**src/rtl/auth_response_serializer_pkg.sv**
```systemverilog
// Shared defines, FSM encoding and helpers for auth_response_serializer.
// Build option AUTH_SER_LEN_PREFIX_EN adds the LENGTH state (2-byte little-endian length).
`ifndef SIZE_OF_HEADER_IN_BYTES
`define SIZE_OF_HEADER_IN_BYTES 4
`endif
`ifndef SIZE_OF_HEADER_VARS
`define SIZE_OF_HEADER_VARS 8
`endif
`ifndef MSG_LEN
`define MSG_LEN 96
`endif
`ifndef PROTOCOL_VERSION
`define PROTOCOL_VERSION 8'h01
`endif
`ifndef AUTH_ERROR_CMD
`define AUTH_ERROR_CMD 8'h7F
`endif
`ifndef ERR_INVALID_REQUEST
`define ERR_INVALID_REQUEST 8'h01
`endif

package auth_response_serializer_pkg;

`ifdef AUTH_SER_LEN_PREFIX_EN
    typedef enum logic [2:0] {
        IDLE    = 3'b000,
        HEADER  = 3'b001,
        PAYLOAD = 3'b010,
        DONE    = 3'b011,
        LENGTH  = 3'b100
    } state_t;
`else
    typedef enum logic [1:0] {
        IDLE    = 2'b00,
        HEADER  = 2'b01,
        PAYLOAD = 2'b10,
        DONE    = 2'b11
    } state_t;
`endif

    typedef enum logic [1:0] {
        SEL_HDR = 2'd0,
        SEL_LEN = 2'd1,
        SEL_PAY = 2'd2
    } byte_sel_t;

    localparam logic [31:0] ERR_HDR = {`PROTOCOL_VERSION, `AUTH_ERROR_CMD, `ERR_INVALID_REQUEST, 8'h00};

    function automatic logic [15:0] clamp_len(input logic [15:0] req, input logic [15:0] max_len);
        return (req > max_len) ? max_len : req;
    endfunction

endpackage

```
**src/rtl/auth_response_serializer_byte_mux.sv**
```systemverilog
// auth_byte_mux: combinational selector picking one byte of the snapshot (header, length or
// payload) by byte index. Header and payload are both read MSB-first.
module auth_byte_mux
    import auth_response_serializer_pkg::*;
#(
    parameter int HDR_BYTES     = 4,
    parameter int PAYLOAD_W     = 64,
    parameter int PAYLOAD_BYTES = PAYLOAD_W / 8
) (
    input  logic [HDR_BYTES*8-1:0] header_snap,
    input  logic [PAYLOAD_W-1:0]   payload_snap,
    input  logic [15:0]            len,
    input  byte_sel_t              sel,
    input  logic [15:0]            idx,
    output logic [7:0]             data
);

    always_comb begin
        data = 8'h00;
        case (sel)
            SEL_HDR: begin
                for (int i = 0; i < HDR_BYTES; i++)
                    if (idx == 16'(i)) data = header_snap[8*(HDR_BYTES-1-i) +: 8];
            end
            SEL_LEN: data = (idx == 16'd1) ? len[15:8] : len[7:0];
            SEL_PAY: begin
                for (int i = 0; i < PAYLOAD_BYTES; i++)
                    if (idx == 16'(i)) data = payload_snap[PAYLOAD_W-1-8*i -: 8];
            end
            default: data = 8'h00;
        endcase
    end

endmodule

```
**src/rtl/auth_response_serializer.sv**
```systemverilog
// Snapshots a certificate answer on the Ack_in rising edge and streams it as bytes over
// valid/ready. AUTH_SER_LEN_PREFIX_EN inserts a 2-byte little-endian length after the header.
module auth_response_serializer
    import auth_response_serializer_pkg::*;
#(
    parameter int HDR_BYTES     = `SIZE_OF_HEADER_IN_BYTES,
    parameter int PAYLOAD_W     = `MSG_LEN-(`SIZE_OF_HEADER_VARS*`SIZE_OF_HEADER_IN_BYTES),
    parameter int PAYLOAD_BYTES = PAYLOAD_W / 8
) (
    input  logic                   clk,
    input  logic                   rst_n,
    input  logic [HDR_BYTES*8-1:0] header,
    input  logic [PAYLOAD_W-1:0]   payload,
    input  logic [15:0]            wLength,
    input  logic                   Ack_in,
    input  logic                   Error_Invalid_Request,
    output logic [7:0]             tx_data,
    output logic                   tx_valid,
    input  logic                   tx_ready,
    output logic                   tx_last,
    output logic                   busy,
    output logic                   Resp_Sent,
    output logic                   len_clamped
);

    localparam logic [15:0] HDR_LAST = 16'(HDR_BYTES - 1);
    localparam logic [15:0] MAX_LEN  = 16'(PAYLOAD_BYTES);

    state_t                 state;
    logic [15:0]            cnt;
    logic [15:0]            len;
    logic [HDR_BYTES*8-1:0] header_snap;
    logic [PAYLOAD_W-1:0]   payload_snap;
    logic                   ack_q;
    logic                   armed;
    byte_sel_t              sel;
    logic [7:0]             mux_byte;
    logic                   accept;
    logic                   ack_rise;
    logic                   hdr_end;

    assign accept   = tx_valid && tx_ready;
    // armed blocks a false edge when Ack_in is already high as reset releases
    assign ack_rise = Ack_in && !ack_q && armed;
    assign hdr_end  = (cnt == HDR_LAST);

    always_comb begin
        sel     = SEL_HDR;
        tx_last = 1'b0;
        case (state)
            HEADER: begin
                sel = SEL_HDR;
`ifndef AUTH_SER_LEN_PREFIX_EN
                tx_last = hdr_end && (len == 16'd0);
`endif
            end
`ifdef AUTH_SER_LEN_PREFIX_EN
            LENGTH: begin
                sel     = SEL_LEN;
                tx_last = (cnt == 16'd1) && (len == 16'd0);
            end
`endif
            PAYLOAD: begin
                sel     = SEL_PAY;
                tx_last = (cnt == len - 16'd1);
            end
            default: ;
        endcase
        tx_last = tx_last && tx_valid;
    end

    auth_byte_mux #(
        .HDR_BYTES    (HDR_BYTES),
        .PAYLOAD_W    (PAYLOAD_W),
        .PAYLOAD_BYTES(PAYLOAD_BYTES)
    ) u_mux (
        .header_snap (header_snap),
        .payload_snap(payload_snap),
        .len         (len),
        .sel         (sel),
        .idx         (cnt),
        .data        (mux_byte)
    );

    assign tx_data = tx_valid ? mux_byte : 8'h00;

    always_ff @(posedge clk or negedge rst_n) begin
        if (!rst_n) begin
            state        <= IDLE;
            cnt          <= '0;
            len          <= '0;
            header_snap  <= '0;
            payload_snap <= '0;
            ack_q        <= 1'b0;
            armed        <= 1'b0;
            tx_valid     <= 1'b0;
            busy         <= 1'b0;
            Resp_Sent    <= 1'b0;
            len_clamped  <= 1'b0;
        end else begin
            ack_q <= Ack_in;
            armed <= armed | ~Ack_in;
            case (state)
                IDLE: if (ack_rise) begin
                    if (Error_Invalid_Request) begin
                        header_snap <= (HDR_BYTES*8)'(ERR_HDR);
                        len         <= '0;
                        len_clamped <= 1'b0;
                    end else begin
                        header_snap <= header;
                        len         <= clamp_len(wLength, MAX_LEN);
                        len_clamped <= (wLength > MAX_LEN);
                    end
                    payload_snap <= payload;
                    cnt          <= '0;
                    tx_valid     <= 1'b1;
                    busy         <= 1'b1;
                    state        <= HEADER;
                end
                HEADER: if (accept) begin
                    if (hdr_end) begin
                        cnt <= '0;
`ifdef AUTH_SER_LEN_PREFIX_EN
                        state <= LENGTH;
`else
                        if (len != 16'd0) begin
                            state <= PAYLOAD;
                        end else begin
                            tx_valid  <= 1'b0;
                            Resp_Sent <= 1'b1;
                            state     <= DONE;
                        end
`endif
                    end else begin
                        cnt <= cnt + 16'd1;
                    end
                end
`ifdef AUTH_SER_LEN_PREFIX_EN
                LENGTH: if (accept) begin
                    if (cnt == 16'd1) begin
                        cnt <= '0;
                        if (len != 16'd0) begin
                            state <= PAYLOAD;
                        end else begin
                            tx_valid  <= 1'b0;
                            Resp_Sent <= 1'b1;
                            state     <= DONE;
                        end
                    end else begin
                        cnt <= cnt + 16'd1;
                    end
                end
`endif
                PAYLOAD: if (accept) begin
                    if (cnt == len - 16'd1) begin
                        tx_valid  <= 1'b0;
                        Resp_Sent <= 1'b1;
                        state     <= DONE;
                    end else begin
                        cnt <= cnt + 16'd1;
                    end
                end
                DONE: begin
                    Resp_Sent <= 1'b0;
                    busy      <= 1'b0;
                    state     <= IDLE;
                end
                default: state <= IDLE;
            endcase
        end
    end

endmodule

```
**config.mk**
```make
export PLATFORM = sky130hd
export DESIGN_NAME = auth_response_serializer
export DESIGN_NICKNAME = d
export VERILOG_FILES = /design/src/rtl/auth_response_serializer_pkg.sv /design/src/rtl/auth_response_serializer_byte_mux.sv /design/src/rtl/auth_response_serializer.sv
export SDC_FILE = /design/constraint.sdc
export NUM_CORES = 1
export LEC_CHECK = 0
export CAP_MARGIN = 10
export CORE_UTILIZATION = 45
export DETAILED_ROUTE_END_ITERATION = 10
export GPL_TIMING_DRIVEN = 0
export HOLD_SLACK_MARGIN = 0.12
export PLACE_DENSITY = 0.82
export SLEW_MARGIN = 0
export SYNTH_ARGS = -nofsm -noshare
export SYNTH_HDL_FRONTEND = slang
export SYNTH_HIERARCHICAL = 1
export SYNTH_SLANG_ARGS = --single-unit
export TNS_END_PERCENT = 10
```
**constraint.sdc**
```tcl
create_clock -name clk -period 3.6 [get_ports clk]
set_clock_uncertainty 0.2 [all_clocks]
set_input_delay 0.72 -clock clk [delete_from_list [all_inputs] [get_ports clk]]
set_output_delay 0.72 -clock clk [all_outputs]
set_load 0.1 [all_outputs]
```
==> results_dict.tcl <==
set metrics [dict create \
    grt_pass1_vias 6548 \
    rows 46 \
    vias_per_cell 5.762 \
    gr-total-overflow 0 \
    clock_path_buffers 2 \
    rsz0062_at_grt "true" \
    coreArea_um2 16060 \
    initial_utilization_pct 46.50 \
    crit_required_ns 2.68 \
    worstHoldPathCells 1 \
    clkSlewWorstSetupHoldPaths_ns 0.06 \
    synth-main-ff-cell "dfrtp_1" \
    synth_fa_ha_area_share_pct 1.173 \
    critPathMaxFanout 8 \
    setup_viol 18 \
    syn2layout_area_growth_pct 34.77 \
    grt_pass1_wl_um 33510 \
    synth_mux_area_share_pct 14.90 \
    finalWorstSetupSlack_ns -0.7120 \
    clock_latency_ns 0.42 \
    async_reset_ff_share_pct 100.0 \
    synth_top_cell_by_area "dfrtp_1" \
    holdWs_ns 0.2679 \
    h-tree-depth 4 \
    vias 6477 \
    drt_pass1_iterations 5 \
    cp.depth 9 \
    cellLeakagePower_nw 4.269 \
    period_share_pct 119.8 \
    worst_pin_slew_ns 0.9713 \
    io_buffer_count 129 \
    reg2reg_depth 12 \
    drv_cap 0 \
    synthSimpleGateAreaFrac_pct 19.15 \
    post_drt_wl_per_cell_um 19.02 \
    hpwl_um 15040 \
    slowest_stage "or4b_2" \
    powerDensity_nw_per_um2 716.3 \
    final_max_slew_viol_count 0 \
    crit_chain "clkbuf_2, xor2_2, nor4_1, or4b_2, nor3b_2, or4b_4, o22ai_2, and3_4, buf_12" \
    antenna_found_initial 0 \
    synthXorXnorAreaFrac_pct 1.877 \
    synth_compound_area_share_pct 13.86 \
    cts_root_buf "clkbuf_16" \
    drt_iter0_markers 666 \
    worstSetupPathType "flip-flop to output pin" \
    synth.top_cell.area_share_pct 45.58 \
    worst_setup_path_end_kind "output pin" \
    die_y_um 130.8 \
    numCtsBuffers 17 \
    cp_top_family "simple AND/OR/NAND/NOR gates" \
    cpPeakStageDelay_ns 0.61 \
    fp.dieW_um 130.8 \
    violations "negative setup slack" \
    ys_ff_latch 136 \
    synth_area_um2 7467 \
    grtUsageTotal_pct 26.12 \
    yosysWarnings 6 \
    fin_crit_ns 4.312 \
    ir_worst_vdd_mv 0.3985 \
    gp_congestion 0.8708 \
    synthTopCellsByCount "dfrtp_1 (136), mux2_2 (79), nand2_1 (56), o21ai_0 (56), nor2_1 (48)" \
    seq_area_frac_synth_pct 45.58 \
    ios 130 \
    synth_top_family_by_area "simple AND/OR/NAND/NOR gates" \
    syn_area_per_cell_um2 10.29 \
    cp-start-kind "flip-flop" \
    layoutNonFillerInstCount 1124 \
    yosysMostFrequentCell "dfrtp_1" \
    wirelength_um 21380 \
    synthTopCellsByArea "dfrtp_1 (46%), mux2_2 (12%), o21ai_0 (3.8%), nand2_1 (2.8%), mux2i_1 (2.7%)" \
    grt_max_degree 86 \
    drc 0 \
    syn-instance-count 726 \
    path_buf_inv 2 \
    synth_edf_count 0 \
    hold_class "flip-flop to flip-flop" \
    clock.fmax_mhz 231.9 \
    drive_gt1_share_pct 23.79 \
    ys_types 73 \
    status "complete, but fails checks" \
    dieArea_um2 17110 \
    clock_sinks 136 \
    ant_nets 0 \
    place_inst 1074 \
    slew_headroom_pct 35.04 \
    final_nets 1020 \
    arrival_ns 3.39 \
    hold_viol 0 \
    cts_tree "done" \
    diodes 0 \
]
## cell families after synthesis
logic type / count (synthesis)
and+or+nand+nor: 254
buffers and inverters: 62
AOI/OAI and AO/OA: 150
adders and majority gates: 7
xor gates and xnor gates: 16
muxes: 100
other: 1
DFF: 136
## power by group
group	internal [mW]	total (mW)	switching (mW)
clock	0.965	1.63	0.667
combinational	1.37	3.12	1.75
sequential	2.11	2.46	0.354
## layout by cell type (no fill, tap or decap), drive strengths merged, types with 3 or more instances in the layout
cell type	count
mux2i	20
buf	44
or3	3
nor2b	10
o31ai	11
nand2	56
nand3b	4
clkinvlp	3
o211ai	6
mux2	79
dfrtp	136
o221ai	19
and3	10
a22o	4
and2	23
a31oi	3
and4	3
xor2	8
a2bb2oi	4
nand4	6
xnor2	8
a2111oi	3
nor3	9
or4b	5
clkinv	5
clkbuf	50
nor3b	4
nor2	48
ha	7
conb	3
a21oi	10
nor4	15
nand3	12
inv	18
nand2b	33
o221a	4
clkdlybuf4s50	119
or4	5
o21ai	66
## flip-flops by register name, summed over array words and instances, names as in the netlist
register / count
Resp_Sent: 1
armed: 1
len_clamped: 1
len: 16
busy: 1
ack_q: 1
cnt: 16
tx_valid: 1
payload_snap: 64
header_snap: 32
state: 2
## layout make-up
cell class	count	area (µm²)
clock buffers	21	450.4
inverters	17	63.81
plain buffers	42	217.7
fillers	1248	5995
flip-flops and latches	136	3421
well taps	216	270.3
repair buffers	152	1530
clock inverters	10	97.59
multi-input cells	530	4013
## timing repair
item,CTS,global route
hold endpoints to repair,51,0
endpoints found under the setup margin,22,27
gates cloned,0,0
pin swaps,3,7
gates resized for setup,100,28
buffers inserted,11,10
hold buffers,1,0
## path summary, 6_finish.rpt
| path | endpoint | slack [ns] | from |
|---|---|---|---|
| max reg2reg | cnt[8] | -0.09 | cnt[13] |
| max | tx_last | -0.71 | cnt[13] |
| min | armed | 0.27 | armed |
| min reg2reg | armed | 0.27 | armed |
| max in group asynchronous | cnt[5] | 1.75 | rst_n |
| min in group asynchronous | busy | 0.61 | rst_n |
## layer usage
metal	routed length, µm	vias up	share of wire (%)	GRT usage, %
met5	0	-	0	0
met1	9221	3161	43	34.03
li1	-	2976	-	-
met3	1543	52	7.2	7.329
met2	9924	288	46	40.59
met4	692	0	3.2	11.49
## stage by stage
step	TNS, ns	total power [mW]	worst slack, ns	cell area (µm²)	utilization [%]
2_1_floorplan	-0.1813	4.485	-0.1813	7498	-
3_3_place_gp	-524.26	5.265	-3.799	9060	56.42
3_5_place_dp	-10.62	5.362	-1.423	9089	56.60
4_1_cts	-1.773	7.105	-0.7305	9881	61.53
5_1_grt	-4.554	7.571	-0.8377	10060	62.67
6_report	-2.069	7.208	-0.7120	10060	62.67
Power figures use the tool's default switching activity.
